==> src/rtl/cmp_pkg.sv <==
// Shared types and default sizes for the three-memory frame diff sequencer.
package cmp_pkg;

   localparam int ADDR_W = 19;
   localparam int PIX_W  = 24;
   localparam int NPIX   = 307200;
   localparam int RD_LAT = 1;

   localparam logic MODE_LOAD = 1'b0;
   localparam logic MODE_CMP  = 1'b1;

   typedef enum logic [2:0] {
      IDLE,
      LOAD,
      CMP_RD,
      CMP_WR,
      FIN
   } state_t;

endpackage

==> src/rtl/addr_sweep_cnt.sv <==
// Shared frame address counter: clear, step, and terminal flag at NPIX-1.
module addr_sweep_cnt #(
   parameter int ADDR_W = 19,
   parameter int NPIX   = 307200
) (
   input  logic              clk,
   input  logic              rst,
   input  logic              clr,
   input  logic              inc,
   output logic [ADDR_W-1:0] addr,
   output logic              last
);

   localparam logic [ADDR_W-1:0] LAST_A = ADDR_W'(NPIX - 1);

   assign last = (addr == LAST_A);

   // Never steps past the last pixel, so the bus parks on NPIX-1.
   always_ff @(posedge clk or posedge rst) begin
      if (rst)
         addr <= '0;
      else if (clr)
         addr <= '0;
      else if (inc && !last)
         addr <= addr + ADDR_W'(1);
   end

endmodule

==> src/rtl/diff_sweep_ctrl.sv <==
// Sequencer for the frame comparator: loads mem1/mem2, sweeps mem3 diffs
// and counts differing pixels.
module diff_sweep_ctrl #(
   parameter int ADDR_W = cmp_pkg::ADDR_W,
   parameter int PIX_W  = cmp_pkg::PIX_W,
   parameter int NPIX   = cmp_pkg::NPIX,
   parameter int RD_LAT = cmp_pkg::RD_LAT
) (
   input  logic              clk,
   input  logic              rst,
   input  logic              start,
   input  logic              mode,
   input  logic              load_sel,
   input  logic              abort,
   input  logic              in_valid,
   input  logic [PIX_W-1:0]  in_data,
   output logic              in_ready,
   input  logic [PIX_W-1:0]  q1,
   input  logic [PIX_W-1:0]  q2,
   output logic [ADDR_W-1:0] address,
   output logic              wren1,
   output logic              wren2,
   output logic              wren3,
   output logic [PIX_W-1:0]  data1,
   output logic              busy,
   output logic              done,
   output logic              aborted,
   output logic [ADDR_W:0]   diff_count
);

   import cmp_pkg::*;

   localparam int CW   = ADDR_W + 1;
   localparam int PH_W = (RD_LAT > 1) ? $clog2(RD_LAT) : 1;
   localparam logic [PH_W-1:0] PH_LAST = PH_W'(RD_LAT - 1);
   localparam logic [CW-1:0]   CNT_MAX = CW'(NPIX);

   state_t          state;
   logic            sel;
   logic [PH_W-1:0] phase;
   logic            rdy_r;
   logic            w1_r;
   logic            w2_r;
   logic            w3_r;
   logic            kill;
   logic            clr;
   logic            inc;
   logic            last;
   logic            ld_wr;

   assign ld_wr = w1_r | w2_r;
   assign kill  = abort &
                  (state == LOAD || state == CMP_RD || state == CMP_WR);

   // Abort masks the in-flight write and the handshake in its own cycle.
   assign wren1    = w1_r & ~kill;
   assign wren2    = w2_r & ~kill;
   assign wren3    = w3_r & ~kill;
   assign in_ready = rdy_r & ~kill;
   assign busy     = (state != IDLE);

   assign clr = (state == IDLE) & start;
   assign inc = ~kill &
                (((state == LOAD) & ld_wr) | (state == CMP_WR));

   addr_sweep_cnt #(
      .ADDR_W (ADDR_W),
      .NPIX   (NPIX)
   ) u_cnt (
      .clk  (clk),
      .rst  (rst),
      .clr  (clr),
      .inc  (inc),
      .addr (address),
      .last (last)
   );

   always_ff @(posedge clk or posedge rst) begin
      if (rst) begin
         state      <= IDLE;
         sel        <= 1'b0;
         phase      <= '0;
         rdy_r      <= 1'b0;
         w1_r       <= 1'b0;
         w2_r       <= 1'b0;
         w3_r       <= 1'b0;
         data1      <= '0;
         done       <= 1'b0;
         aborted    <= 1'b0;
         diff_count <= '0;
      end else if (kill) begin
         state   <= FIN;
         rdy_r   <= 1'b0;
         w1_r    <= 1'b0;
         w2_r    <= 1'b0;
         w3_r    <= 1'b0;
         done    <= 1'b1;
         aborted <= 1'b1;
      end else begin
         done <= 1'b0;
         unique case (state)
            IDLE: begin
               if (start) begin
                  aborted <= 1'b0;
                  if (mode == MODE_LOAD) begin
                     sel   <= load_sel;
                     rdy_r <= 1'b1;
                     state <= LOAD;
                  end else begin
                     diff_count <= '0;
                     phase      <= '0;
                     state      <= CMP_RD;
                  end
               end
            end
            LOAD: begin
               if (ld_wr) begin
                  w1_r <= 1'b0;
                  w2_r <= 1'b0;
                  if (last) begin
                     rdy_r <= 1'b0;
                     done  <= 1'b1;
                     state <= FIN;
                  end else begin
                     rdy_r <= 1'b1;
                  end
               end else if (in_valid && rdy_r) begin
                  rdy_r <= 1'b0;
                  data1 <= in_data;
                  w1_r  <= ~sel;
                  w2_r  <= sel;
               end
            end
            CMP_RD: begin
               if (phase == PH_LAST) begin
                  w3_r  <= 1'b1;
                  state <= CMP_WR;
               end else begin
                  phase <= phase + PH_W'(1);
               end
            end
            CMP_WR: begin
               w3_r <= 1'b0;
               if (q1 != q2 && diff_count != CNT_MAX)
                  diff_count <= diff_count + CW'(1);
               if (last) begin
                  done  <= 1'b1;
                  state <= FIN;
               end else begin
                  phase <= '0;
                  state <= CMP_RD;
               end
            end
            FIN: begin
               state <= IDLE;
            end
            default: begin
               state <= IDLE;
            end
         endcase
      end
   end

endmodule

==> config.mk <==
export PLATFORM = sky130hd
export DESIGN_NAME = diff_sweep_ctrl
export DESIGN_NICKNAME = d
export VERILOG_FILES = /design/src/rtl/cmp_pkg.sv /design/src/rtl/addr_sweep_cnt.sv /design/src/rtl/diff_sweep_ctrl.sv
export SDC_FILE = /design/constraint.sdc
export NUM_CORES = 1
export LEC_CHECK = 0
export ABC_AREA = 1
export BUFFER_PORTS_ARGS = -buffer_cell sky130_fd_sc_hd__buf_4
export CAP_MARGIN = 20
export CORE_MARGIN = 4
export CORE_UTILIZATION = 47
export CTS_CLUSTER_DIAMETER = 150
export CTS_CLUSTER_SIZE = 8
export DETAILED_ROUTE_END_ITERATION = 7
export PLACE_DENSITY_LB_ADDON = 0.25
export SLEW_MARGIN = 30
export SYNTH_ARGS = -nofsm -noshare
export SYNTH_HDL_FRONTEND = slang
export SYNTH_SLANG_ARGS = --single-unit
==> constraint.sdc <==
create_clock -name clk -period 2.2 [get_ports clk]
set_clock_uncertainty 0.05 [all_clocks]
set_input_delay 0.44 -clock clk [delete_from_list [all_inputs] [get_ports clk]]
set_output_delay 0.44 -clock clk [all_outputs]
set_load 0.03 [all_outputs]
==> results.json <==
{
  "outcome": "completed",
  "nNetsFinal": 876,
  "internal_power_w": 0.00357,
  "p_clk_frac": 0.211,
  "clk_root_buffer_cell": "clkbuf_8",
  "crit_chain": "inv_2, nand2_1, nand3_2, buf_4, nand2_1, inv_1, buf_4",
  "firstDrtPassIters": 5,
  "crit_type": "flop to primary output",
  "crit_fanout": 6,
  "final-instance-count-excl-fill": 928,
  "hp-class": "input pin to async pin",
  "synth-warning-count": 0,
  "setup_viol": 0,
  "seq_area_um2": 1830,
  "power.switching_w": 0.00267,
  "wl_per_cell_um": 13.7,
  "grt_max_degree": 46,
  "p_sw_frac": 0.428,
  "core_um2": 9420,
  "required_ns": 1.71,
  "viasPerCell": 5.04,
  "synth.distinct_cells": 41,
  "die_h_um": 107,
  "ys_async_sr_fraction": 1.00,
  "postSynthCellCount": 640,
  "p_per_area_nw_per_um2": 1020,
  "period_minus_slack_ns": 2.03,
  "drtIter0Drc": 274,
  "syn_nets": 722,
  "finalHoldViolCount": 0,
  "final_util": 0.653,
  "route.vias.total": 4679,
  "slew_viol_final": 0,
  "postSynthAreaPerCell_um2": 7.23,
  "nFillCells": 825,
  "die_w_um": 107,
  "cts_resized": 0,
  "cp-end-kind": "primary output",
  "start_util": 0.492,
  "power_frac_comb": 0.480,
  "io_buffers": 148,
  "grt_setup_unrepaired": "false",
  "io_pins": 149,
  "drtAntennaViolNets": 0,
  "cts_tree": "built",
  "power.leakage_nw": 3.17,
  "cts_sinks": 73,
  "postCtsHoldBufs": 0,
  "postCtsSetupBuffers": 0,
  "track_usage": 0.221,
  "grt_pass1_vias": 4605,
  "hpwl_um": 9600,
  "crit_path_start_kind": "flop",
  "clockBufferDepth": 2,
  "worst_pin_slew_ns": 0.651,
  "antenna-diode-count": 0,
  "fp-row-count": 35,
  "drive_gt1_frac": 0.289,
  "ys.flop_type": "dfrtp_1",
  "drc": 0,
  "multiInputGateArea_um2": 2350,
  "synth_seq_cells": 73,
  "peakVddDrop_mv": 0.911,
  "synth-edff-count": 0,
  "placedCellCount": 912,
  "finalWirelength_um": 12700,
  "clock_latency_ns": 0.35,
  "syn2layout_area_growth_pct": 32.8,
  "finalCritPeriodShare": 0.925,
  "routabilityCongestion": 0.973,
  "gr-total-overflow": 0,
  "clk_pin_slew_worst_paths_ns": 0.09,
  "tns_ns": 0,
  "die_area_um2": 11500,
  "yosysSeqAreaShare": 0.395,
  "seqPwrFrac": 0.310,
  "cts_buffers": 9,
  "cpPeakStageDelay_ns": 0.44,
  "cts_htree_levels": 3,
  "maxSlewHeadroom": 0.565,
  "max_freq_ghz": 0.492,
  "drv_cap": 0,
  "grt_pass1_wl_um": 20800,
  "critPathSlowestCell": "dfrtp_1",
  "antenna_found_initial": 0,
  "critPathArrivalTime_ns": 1.54,
  "synthesis.area_um2": 4630
}
cells by family after synthesis:
family	after synthesis	share of synthesized area
XOR/XNOR	15	0.0284
buffers and inverters	112	0.0998
AND/OR/NAND/NOR	369	0.347
AO/OA/AOI/OAI	44	0.0600
flip-flops	73	0.395
multiplexers	24	0.0624
adder cells (fa/ha/maj)	3	0.00811
cells in the mapped netlist, types with 3 or more instances:
master	number	area [µm²]
nand4_1	11	68.8
o31ai_1	8	60.1
xor2_1	13	114
ha_1	3	37.5
mux2_2	19	214
nand2_1	187	702
nor3_2	5	50.1
buf_6	3	33.8
nor3_1	14	70.1
a21oi_1	7	35.0
buf_2	5	25.0
inv_1	89	334
mux2_4	5	75.1
o21ai_0	14	70.1
inv_2	7	26.3
o21ai_1	3	15.0
o21ai_2	4	35.0
buf_4	3	22.5
dfrtp_1	73	1830
nand3_1	46	230
a21oi_2	3	26.3
nor2_1	90	338
power groups by stage:
stage / clock, W / combinational [W] / sequential [W]
floorplan: 0 / 0.00150 / 0.00245
global placement: 0 / 0.00293 / 0.00193
detailed placement: 0 / 0.00300 / 0.00195
CTS: 0.00135 / 0.00300 / 0.00193
global route: 0.00141 / 0.00324 / 0.00198
finish: 0.00132 / 0.00299 / 0.00193
placed cells by master (no fill, tap or decap), types with 13 or more instances in the layout:
| master | instances |
|---|---|
| mux2_2 | 19 |
| dfrtp_1 | 73 |
| inv_1 | 88 |
| o21ai_0 | 14 |
| xor2_1 | 13 |
| nand2_1 | 187 |
| nand3_1 | 45 |
| nor3_1 | 14 |
| nor2_1 | 90 |
| buf_4 | 155 |
path summary, 6_finish.rpt:
kind                            cells past startpoint  slack [ns]             end     startpoint
max in group asynchronous                           3        1.33  u_cnt.addr[15]            rst
worst max register to register                      9        0.17   u_cnt.addr[4]  u_cnt.addr[0]
worst min-delay path                                2        0.12        data1[5]            rst
worst min register to register                      1        0.41            w1_r            sel
min in group clk                                    2        0.26       data1[22]    in_data[22]
worst max-delay path                                7        0.17           wren1       state[1]
routing by layer:
| layer | up-vias | part of all wire | track usage |
|---|---|---|---|
| li1 | 2322 | - | - |
| met1 | 2155 | 0.43 | 0.274 |
| met2 | 184 | 0.48 | 0.379 |
| met3 | 18 | 0.077 | 0.0446 |
| met4 | 0 | 0.017 | 0.0822 |
| met5 | - | 0 | 0 |
through the flow:
step	instance area, µm²	setup WS (ns)	hold slack [ns]	total power [W]
final	6150	0.165	0.119	0.00624
after global routing	6150	0.00827	0.156	0.00662
after CTS	6140	0.0924	0.124	0.00628
after detailed placement	5890	0.165	0.410	0.00494
after global placement	5890	0.276	0.403	0.00486
after floorplan	4630	0.271	0.384	0.00395
cell type report:
type / instances / share of cell area
Timing Repair Buffer: 156 / 0.193
Inverter: 99 / 0.0613
Sequential cell: 73 / 0.297
Clock inverter: 6 / 0.0185
Clock buffer: 10 / 0.0224
Tap cell: 129 / 0.0263
Multi-Input combinational cell: 455 / 0.382
flip-flops by register name (all words and copies together) (netlist names):
register,count
aborted,1
data1,24
diff_count,20
done,1
rdy_r,1
sel,1
state,3
u_cnt.addr,19
w1_r,1
w2_r,1
w3_r,1
critical path, delay by kind of cell, from the launching register on:
family / cells / cell delay, ns
DFF: 1 / 0.44
buffers and inverters: 4 / 0.44
and+or+nand+nor: 3 / 0.33
Note: power is estimated with default switching activity, not from simulation.
